==> src/rtl/ntt_pair_scheduler_pkg.sv <==
// Shared definitions for the radix-2 NTT/INTT pair scheduler:
// default sizing, FSM state type and butterfly mode constants.
package ntt_pair_scheduler_pkg;

    localparam int unsigned LOG_N_DEF    = 8;
    localparam int unsigned PIPE_LAT_DEF = 4;

    typedef enum logic [1:0] {
        ST_IDLE  = 2'd0,
        ST_ISSUE = 2'd1,
        ST_DRAIN = 2'd2,
        ST_DONE  = 2'd3
    } state_e;

    // Must match the butterfly select encoding.
    localparam logic MODE_NTT  = 1'b0;
    localparam logic MODE_INTT = 1'b1;

endpackage

==> src/rtl/ntt_pair_scheduler_wb_delay.sv <==
// Write-back delay line: {valid, addr_1, addr_2} shifted PIPE_LAT cycles,
// cleared synchronously so no write survives a reset.
module ntt_wb_delay
    import ntt_pair_scheduler_pkg::*;
#(
    parameter int unsigned LOG_N    = LOG_N_DEF,
    parameter int unsigned PIPE_LAT = PIPE_LAT_DEF
) (
    input  logic             clk_i,
    input  logic             rst_i,
    input  logic             valid_i,
    input  logic [LOG_N-1:0] addr_1_i,
    input  logic [LOG_N-1:0] addr_2_i,
    output logic             valid_o,
    output logic [LOG_N-1:0] addr_1_o,
    output logic [LOG_N-1:0] addr_2_o
);

    typedef struct packed {
        logic             valid;
        logic [LOG_N-1:0] a1;
        logic [LOG_N-1:0] a2;
    } slot_t;

    slot_t line_q [PIPE_LAT];

    always_ff @(posedge clk_i) begin
        if (rst_i) begin
            for (int unsigned i = 0; i < PIPE_LAT; i++) begin
                line_q[i] <= '0;
            end
        end else begin
            line_q[0] <= {valid_i, addr_1_i, addr_2_i};
            for (int unsigned i = 1; i < PIPE_LAT; i++) begin
                line_q[i] <= line_q[i-1];
            end
        end
    end

    assign valid_o  = line_q[PIPE_LAT-1].valid;
    assign addr_1_o = line_q[PIPE_LAT-1].a1;
    assign addr_2_o = line_q[PIPE_LAT-1].a2;

endmodule

==> src/rtl/ntt_pair_scheduler.sv <==
// Stage/pair sequencer for the in-place radix-2 NTT (CT) / INTT (GS) datapath:
// issues one butterfly pair read plus twiddle index per cycle, then write-back.
module ntt_pair_scheduler
    import ntt_pair_scheduler_pkg::*;
#(
    parameter int unsigned LOG_N    = LOG_N_DEF,
    parameter int unsigned PIPE_LAT = PIPE_LAT_DEF
) (
    input  logic             clk_i,
    input  logic             rst_i,
    input  logic             start_i,
    input  logic             select_i,
    output logic             mode_o,
    output logic             rd_en_o,
    output logic [LOG_N-1:0] rd_addr_1_o,
    output logic [LOG_N-1:0] rd_addr_2_o,
    output logic [LOG_N-1:0] tw_addr_o,
    output logic             wr_en_o,
    output logic [LOG_N-1:0] wr_addr_1_o,
    output logic [LOG_N-1:0] wr_addr_2_o,
    output logic             busy_o,
    output logic             done_o
);

    localparam int unsigned LTW = $clog2(LOG_N + 1);
    localparam int unsigned KW  = LOG_N - 1;
    localparam int unsigned DW  = (PIPE_LAT > 1) ? $clog2(PIPE_LAT) : 1;

    localparam logic [LTW-1:0]   LT_MAX = LTW'(LOG_N - 1);
    localparam logic [DW-1:0]    D_LAST = DW'(PIPE_LAT - 1);
    localparam logic [LOG_N-1:0] ONE    = LOG_N'(1);

    state_e           state_q, state_d;
    logic [LTW-1:0]   s_q, s_d;
    logic [KW-1:0]    k_q, k_d;
    logic [DW-1:0]    d_q, d_d;
    logic             mode_q, mode_d;

    logic             rd_en_q, rd_en_d;
    logic [LOG_N-1:0] rd_a1_q, rd_a1_d;
    logic [LOG_N-1:0] rd_a2_q, rd_a2_d;
    logic [LOG_N-1:0] tw_q, tw_d;
    logic             busy_q, busy_d;
    logic             done_q, done_d;

    logic [LTW-1:0]   lt;
    logic [LOG_N-1:0] k_ext, i_w, j_w, a1_w;

    // Outputs are registered from next-state values so they line up with the state they describe.
    always_ff @(posedge clk_i) begin
        if (rst_i) begin
            state_q <= ST_IDLE;
            s_q     <= '0;
            k_q     <= '0;
            d_q     <= '0;
            mode_q  <= MODE_NTT;
            rd_en_q <= 1'b0;
            rd_a1_q <= '0;
            rd_a2_q <= '0;
            tw_q    <= '0;
            busy_q  <= 1'b0;
            done_q  <= 1'b0;
        end else begin
            state_q <= state_d;
            s_q     <= s_d;
            k_q     <= k_d;
            d_q     <= d_d;
            mode_q  <= mode_d;
            rd_en_q <= rd_en_d;
            rd_a1_q <= rd_a1_d;
            rd_a2_q <= rd_a2_d;
            tw_q    <= tw_d;
            busy_q  <= busy_d;
            done_q  <= done_d;
        end
    end

    always_comb begin
        state_d = state_q;
        s_d     = s_q;
        k_d     = k_q;
        d_d     = d_q;
        mode_d  = mode_q;
        unique case (state_q)
            ST_IDLE: begin
                if (start_i) begin
                    state_d = ST_ISSUE;
                    mode_d  = select_i;
                    s_d     = '0;
                    k_d     = '0;
                end
            end
            ST_ISSUE: begin
                if (k_q == '1) begin
                    state_d = ST_DRAIN;
                    d_d     = '0;
                end else begin
                    k_d = k_q + 1'b1;
                end
            end
            // Hold off the next stage until its last write-back has landed.
            ST_DRAIN: begin
                if (d_q == D_LAST) begin
                    if (s_q == LT_MAX) begin
                        state_d = ST_DONE;
                    end else begin
                        state_d = ST_ISSUE;
                        s_d     = s_q + 1'b1;
                        k_d     = '0;
                    end
                end else begin
                    d_d = d_q + 1'b1;
                end
            end
            ST_DONE: state_d = ST_IDLE;
            default: state_d = ST_IDLE;
        endcase
    end

    always_comb begin
        lt    = (mode_d == MODE_INTT) ? s_d : (LT_MAX - s_d);
        k_ext = {1'b0, k_d};
        i_w   = k_ext >> lt;
        j_w   = k_ext & ((ONE << lt) - ONE);
        a1_w  = (i_w << (lt + LTW'(1))) | j_w;

        rd_en_d = (state_d == ST_ISSUE);
        rd_a1_d = rd_en_d ? a1_w : '0;
        rd_a2_d = rd_en_d ? (a1_w | (ONE << lt)) : '0;
        // n >> (lt+1) written as a shift of one to stay within log_n bits.
        tw_d    = rd_en_d ? ((ONE << (LT_MAX - lt)) + i_w) : '0;
        busy_d  = (state_d == ST_ISSUE) || (state_d == ST_DRAIN);
        done_d  = (state_d == ST_DONE);
    end

    ntt_wb_delay #(
        .LOG_N    (LOG_N),
        .PIPE_LAT (PIPE_LAT)
    ) u_wb_delay (
        .clk_i    (clk_i),
        .rst_i    (rst_i),
        .valid_i  (rd_en_q),
        .addr_1_i (rd_a1_q),
        .addr_2_i (rd_a2_q),
        .valid_o  (wr_en_o),
        .addr_1_o (wr_addr_1_o),
        .addr_2_o (wr_addr_2_o)
    );

    assign mode_o      = mode_q;
    assign rd_en_o     = rd_en_q;
    assign rd_addr_1_o = rd_a1_q;
    assign rd_addr_2_o = rd_a2_q;
    assign tw_addr_o   = tw_q;
    assign busy_o      = busy_q;
    assign done_o      = done_q;

endmodule

==> config.mk <==
export PLATFORM = sky130hd
export DESIGN_NAME = ntt_pair_scheduler
export DESIGN_NICKNAME = d
export VERILOG_FILES = /design/src/rtl/ntt_pair_scheduler_pkg.sv /design/src/rtl/ntt_pair_scheduler_wb_delay.sv /design/src/rtl/ntt_pair_scheduler.sv
export SDC_FILE = /design/constraint.sdc
export NUM_CORES = 1
export LEC_CHECK = 0
export CORE_MARGIN = 8
export CORE_UTILIZATION = 57
export CTS_CLUSTER_SIZE = 28
export DETAILED_ROUTE_END_ITERATION = 8
export GPL_ROUTABILITY_DRIVEN = 0
export HOLD_SLACK_MARGIN = 0.02
export PLACE_DENSITY = 0.8
export REMOVE_ABC_BUFFERS = 1
export SLEW_MARGIN = 20
export SYNTH_ARGS = -nofsm -noshare
export SYNTH_HDL_FRONTEND = slang
export SYNTH_SLANG_ARGS = --single-unit
==> constraint.sdc <==
create_clock -name clk_i -period 11.65 [get_ports clk_i]
set_input_delay 3.495 -clock clk_i [delete_from_list [all_inputs] [get_ports clk_i]]
set_output_delay 3.495 -clock clk_i [all_outputs]
set_load 0.02 [all_outputs]
Word level (Yosys, flattened, before mapping)
Memory sizes are Yosys's and may differ from the RTL's. Index checks and enable logic that the tools add are counted. W data, S select, Z words.

Register bits: 43. Bits in latches: 0. Memory bits (writable): 68. Memory bits (read-only): 0. Bits of input ports: 4. Output and inout bits: 45. Word-level logic and storage cells: 75. Memories kept: 1.

Add/subtract/negate cells: 8. $mul: 0. Divide/modulo/power cells: 0. Order comparisons: 0. Eq/ne operators: 11. Shifts and indexed selects: 4. Mux-type cells: 27. Bitwise logic cells: 8. Reduce and logical (&&, ||, !) cells: 5.

Memories: u_wb_delay.line_q (depth 4, width 17, read ports 4, clocked after Yosys merged registers in 0, write ports 4, RTL line ntt_pair_scheduler_wb_delay.sv:25) `slot_t line_q [PIPE_LAT];`.

Operators with widths (count): $mux W17 (4); $mux W7 (4); $pmux W7 S3 (1); $mux W4 (4); $or A8 B8 Y8 (2); $shl A1 B4 Y8 const A (2); $mux W2 (6); $eq A2 B2 Y1 const B (5); $add A4 B1 Y4 const B (2); $add A8 B8 Y8 (1); $and A7 B8 Y8 (1); $pmux W2 S4 (1); $pmux W4 S2 (1); $shl A8 B4 Y8 (1); $shr A7 B4 Y8 (1); $sub A3 B4 Y4 const A (2); $sub A8 B1 Y8 const B (1); $add A7 B1 Y7 const B (1); $eq A7 B7 Y1 const B (1); $mux W1 (5); $eq A2 B1 Y1 const B (2); $eq A4 B3 Y1 const B (1); $ne A2 B2 Y1 const B (2); $or A1 B1 Y1 (4); 8 further kinds (8).

Logic depth before layout (Yosys ltp)
Depth in word-level cells: 11. Mapped depth: 19. Depth with buffers taken out: 18.

By module
Synthesis repeated with hierarchy kept, for this count alone.

Cells, all modules: 508. Area, all modules: 4929.7 sq um.

By module, submodules not included: ntt_pair_scheduler (instances 1, cells an instance 365, area an instance 3093.0 sq um, sequential area each 860.8 sq um); ntt_wb_delay (instances 1, cells an instance 143, area an instance 1836.8 sq um, sequential area each 1361.3 sq um).

Least setup slack after synthesis
No wires, ideal clock.

Kind: input-to-reg. Start point: input start_i. End point: register tw_q[7], in the netlist tw_addr_o[7]. Library setup time: 0.128 ns. Arrival time: 6.634 ns. Data required time: 11.522 ns. Slack: 4.888 ns. Stages: 17. Path buffers: 2. Path through: or3b_1 buf_2 o211a_2 or3_4 nand2_4 buf_6 o21ai_1 o31ai_1 ha_1 a21o_1 a21o_1 a21o_1 a21oi_1 o21bai_1 a21oi_1 xnor2_1 nor2_1.

Cells in the longest elaborated chain, start to end: 7.

Ends and longest elaborated chain: start, declared (RTL line ntt_pair_scheduler.sv:11) `input logic start_i,`; $mux W4 (RTL line ntt_pair_scheduler.sv:86) `if (start_i) begin`; $pmux W4 S2 (RTL line ntt_pair_scheduler.sv:84) `unique case (state_q)`; $sub A3 B4 Y4 (RTL line ntt_pair_scheduler.sv:121) `lt = (mode_d == MODE_INTT) ? s_d : (LT_MAX - s_d);`; $mux W4 (RTL line ntt_pair_scheduler.sv:121); $sub A3 B4 Y4 (RTL line ntt_pair_scheduler.sv:131) `tw_d = rd_en_d ? ((ONE << (LT_MAX - lt)) + i_w) : '0;`; $shl A1 B4 Y8 (RTL line ntt_pair_scheduler.sv:131); $add A8 B8 Y8 (RTL line ntt_pair_scheduler.sv:131); end signal, assigned (RTL line ntt_pair_scheduler.sv:72) `tw_q <= tw_d;`; end, declared (RTL line ntt_pair_scheduler.sv:42) `logic [LOG_N-1:0] tw_q, tw_d;`.

Several ways; a longest one is shown, not always the timed one. A chain may end at the register's enable or synchronous reset.

Worst setup path after layout
Start point: input start_i. End point: register tw_q[6], in the netlist tw_addr_o[6].

Same word-level chain as after synthesis.

==> impl_metrics.py <==
metrics = {
    "clock_tree": {
        "cts_tree": "done",
        "clock_sinks": 111,
        "hold_buffers": 0,
        "post_cts_resized": 0,
        "numCtsBuffers": 9,
        "h-tree-depth": 3,
        "clk_pin_slew_ns": 0.12,
        "clockBufferDepth": 2,
        "clk_latency_ns": 0.38,
        "cts_root_buf": "clkbuf_8",
        "cts_setup_buffers": 0,
    },
    "floorplan": {
        "die-area_um2": 12100,
        "pin_count": 49,
        "placeableCoreArea_um2": 8640,
        "start_util_pct": 58.4,
        "die_w_um": 110,
        "rows": 34,
        "die_h_um": 110,
    },
    "place": {
        "portBuffers": 48,
        "dpl.hpwl_um": 7570,
    },
    "worst_hold_path": {
        "hold_class": "flip-flop to flip-flop",
    },
    "final_layout": {
        "layout_commonest_cell": "dfxtp_1",
        "final_util_pct": 65.6,
        "fill_cells": 692,
        "antennaDiodeCount": 0,
        "final_nets": 571,
        "area_delta_synth_final_pct": 12.4,
        "final_cell_mix": "dfxtp_1 (111), nor2b_1 (74), clkdlybuf4s50_1 (47)",
        "drive_gt1_share_pct": 9.71,
    },
    "sta": {
        "min_period_ns": 7.36,
        "drv_slew": 0,
        "relSlewSlack_pct": 39.2,
        "setup_tns_ns": 0,
        "period_share_pct": 63.2,
        "rsz0062_at_grt": "no",
        "skew_ns": 0.0131,
        "fmax_mhz": 136,
        "hold_violations": 0,
        "setup_viol": 0,
        "worst_pin_slew_ns": 0.906,
    },
    "synth": {
        "synth_cell_types": 84,
        "synth_flop_cell": "dfxtp_1",
        "synth-edff-count": 0,
        "syn_area_um2": 5040,
        "seq_area_frac_synth_pct": 44.1,
        "synthArstFlopShare_pct": 0,
        "syn_inst": 527,
        "yosys_warnings": 0,
        "ys_seq_elements": 111,
        "synth.avg_cell_area_um2": 9.57,
    },
    "critical_path": {
        "cp_max_fo": 8,
        "crit_path_end_kind": "flip-flop",
        "path_class": "input pin to flip-flop",
        "cp-start-kind": "input pin",
        "required_ns": 11.97,
        "crit_arrival_ns": 7.68,
    },
    "global_routing": {
        "grt_max_degree": 88,
        "grt_pass1_wl_um": 17000,
        "grt_pass1_vias": 3622,
        "grt_overflow": 0,
        "grt_antenna_before_repair": 0,
        "grt_usage_pct": 17.7,
    },
    "pwr": {
        "p_per_area_nw_per_um2": 133,
        "p_leak_nw": 2.23,
        "finalPower_uw": 753,
        "ir_drop_v": 0.0000635,
    },
    "routing": {
        "drtAntennaViolNets": 0,
        "first_iter_violations": 324,
        "drt-pass1-iter-count": 7,
        "viasPerCell": 5.99,
        "vias": 3978,
        "avgRoutedWirePerCell_um": 15.9,
        "wl_um": 10500,
        "drc": 0,
    },
    "run": {
        "max_cap_viol_count": 0,
    },
    "status": {
        "status": "completed",
    },
}
cell type report:
cell class	count	area, um^2	share of cell area [%]
inverters	20	75.1	1.33
flip-flops and latches	111	2220	39.2
repair buffers	51	498	8.79
multi-input cells	358	2520	44.5
clock buffers	9	124	2.19
clock inverters	7	91.3	1.61
well taps	108	135	2.39
sequential cells by signal (all words and copies together), names as in the netlist:
signal             cells
tw_addr_o              8
busy_o                 1
rd_en_o                1
rd_addr_2_o            8
done_o                 1
k_q                    7
mode_o                 1
rd_addr_1_o            8
u_wb_delay.line_q     68
d_q                    2
s_q                    4
state_q                2
per-stage QoR:
step	area (um^2)	instances	setup slack [ns]	hold WS, ns
finish	5660	664	4.29	0.437
global route	5660	664	4.02	0.457
CTS	5660	664	4.38	0.437
detailed placement	5450	648	3.99	0.422
global placement	5450	648	4.15	0.416
floorplan	4820	489	4.92	0.414
final timing paths:
| check | start | endpoint | slack (ns) | cells after the start |
|---|---|---|---|---|
| worst max-delay path | start_i | tw_addr_o[6]$_SDFF_PP0_ | 4.29 | 14 |
| worst min-delay path | u_wb_delay.line_q[0][50]$_SDFF_PP0_ | u_wb_delay.line_q[0][67]$_SDFF_PP0_ | 0.44 | 1 |
| worst max register to register | s_q[0]$_SDFF_PP0_ | tw_addr_o[7]$_SDFF_PP0_ | 7.04 | 18 |
| worst min register to register | u_wb_delay.line_q[0][50]$_SDFF_PP0_ | u_wb_delay.line_q[0][67]$_SDFF_PP0_ | 0.44 | 1 |
report_power, final:
part,internal (mW),switching [mW]
Clock,0.0896,0.151
Combinational,0.0431,0.0730
Sequential,0.390,0.00560
Total,0.523,0.230
logic make-up after synthesis:
group           synth area share (%)
xor+xnor                        2.21
simple gates                    24.2
flops                           44.1
buf+inv                         5.96
mux                             1.99
fa+ha+maj                       4.12
compound gates                  17.4
worst max-delay path: stages:
cell	delay, ns
clkdlybuf4s50_1	0.52
nor3b_4	0.43
mux2i_2	0.61
o21a_1	0.32
nor2_2	0.13
o2111ai_1	0.34
nand4_1	0.23
ha_1	0.30
fa_1	0.42
and2_1	0.21
o2111ai_1	0.10
o211ai_2	0.16
o22ai_1	0.21
mux2i_1	0.21
Yosys cell counts, types with 4 or more instances:
| master | instances | area share [%] |
|---|---|---|
| inv_1 | 18 | 1.3 |
| xnor2_1 | 7 | 1.2 |
| buf_4 | 18 | 2.7 |
| a21oi_1 | 23 | 2.3 |
| a21o_1 | 5 | 0.74 |
| ha_1 | 15 | 3.7 |
| nor2_1 | 34 | 2.5 |
| and2_1 | 4 | 0.50 |
| nand2b_1 | 7 | 0.87 |
| nor3_1 | 13 | 1.3 |
| nand4_1 | 10 | 1.2 |
| nand2_1 | 24 | 1.8 |
| o22ai_1 | 6 | 0.74 |
| dfxtp_1 | 111 | 44 |
| o2111ai_1 | 5 | 0.87 |
| clkbuf_1 | 12 | 0.89 |
| buf_2 | 5 | 0.50 |
| nand3_1 | 12 | 1.2 |
| a31oi_1 | 9 | 1.1 |
| a211oi_1 | 8 | 1.2 |
| nor2b_1 | 74 | 9.2 |
| o21ai_0 | 13 | 1.3 |
routing by layer:
layer	wire length [um]	vias up	global-route usage, %
li1	-	1907	-
met1	4520	1835	22.2
met2	4750	188	27.7
met3	911	48	4.53
met4	346	0	8.97
met5	0	-	0
(Power assumes the default switching activity.)
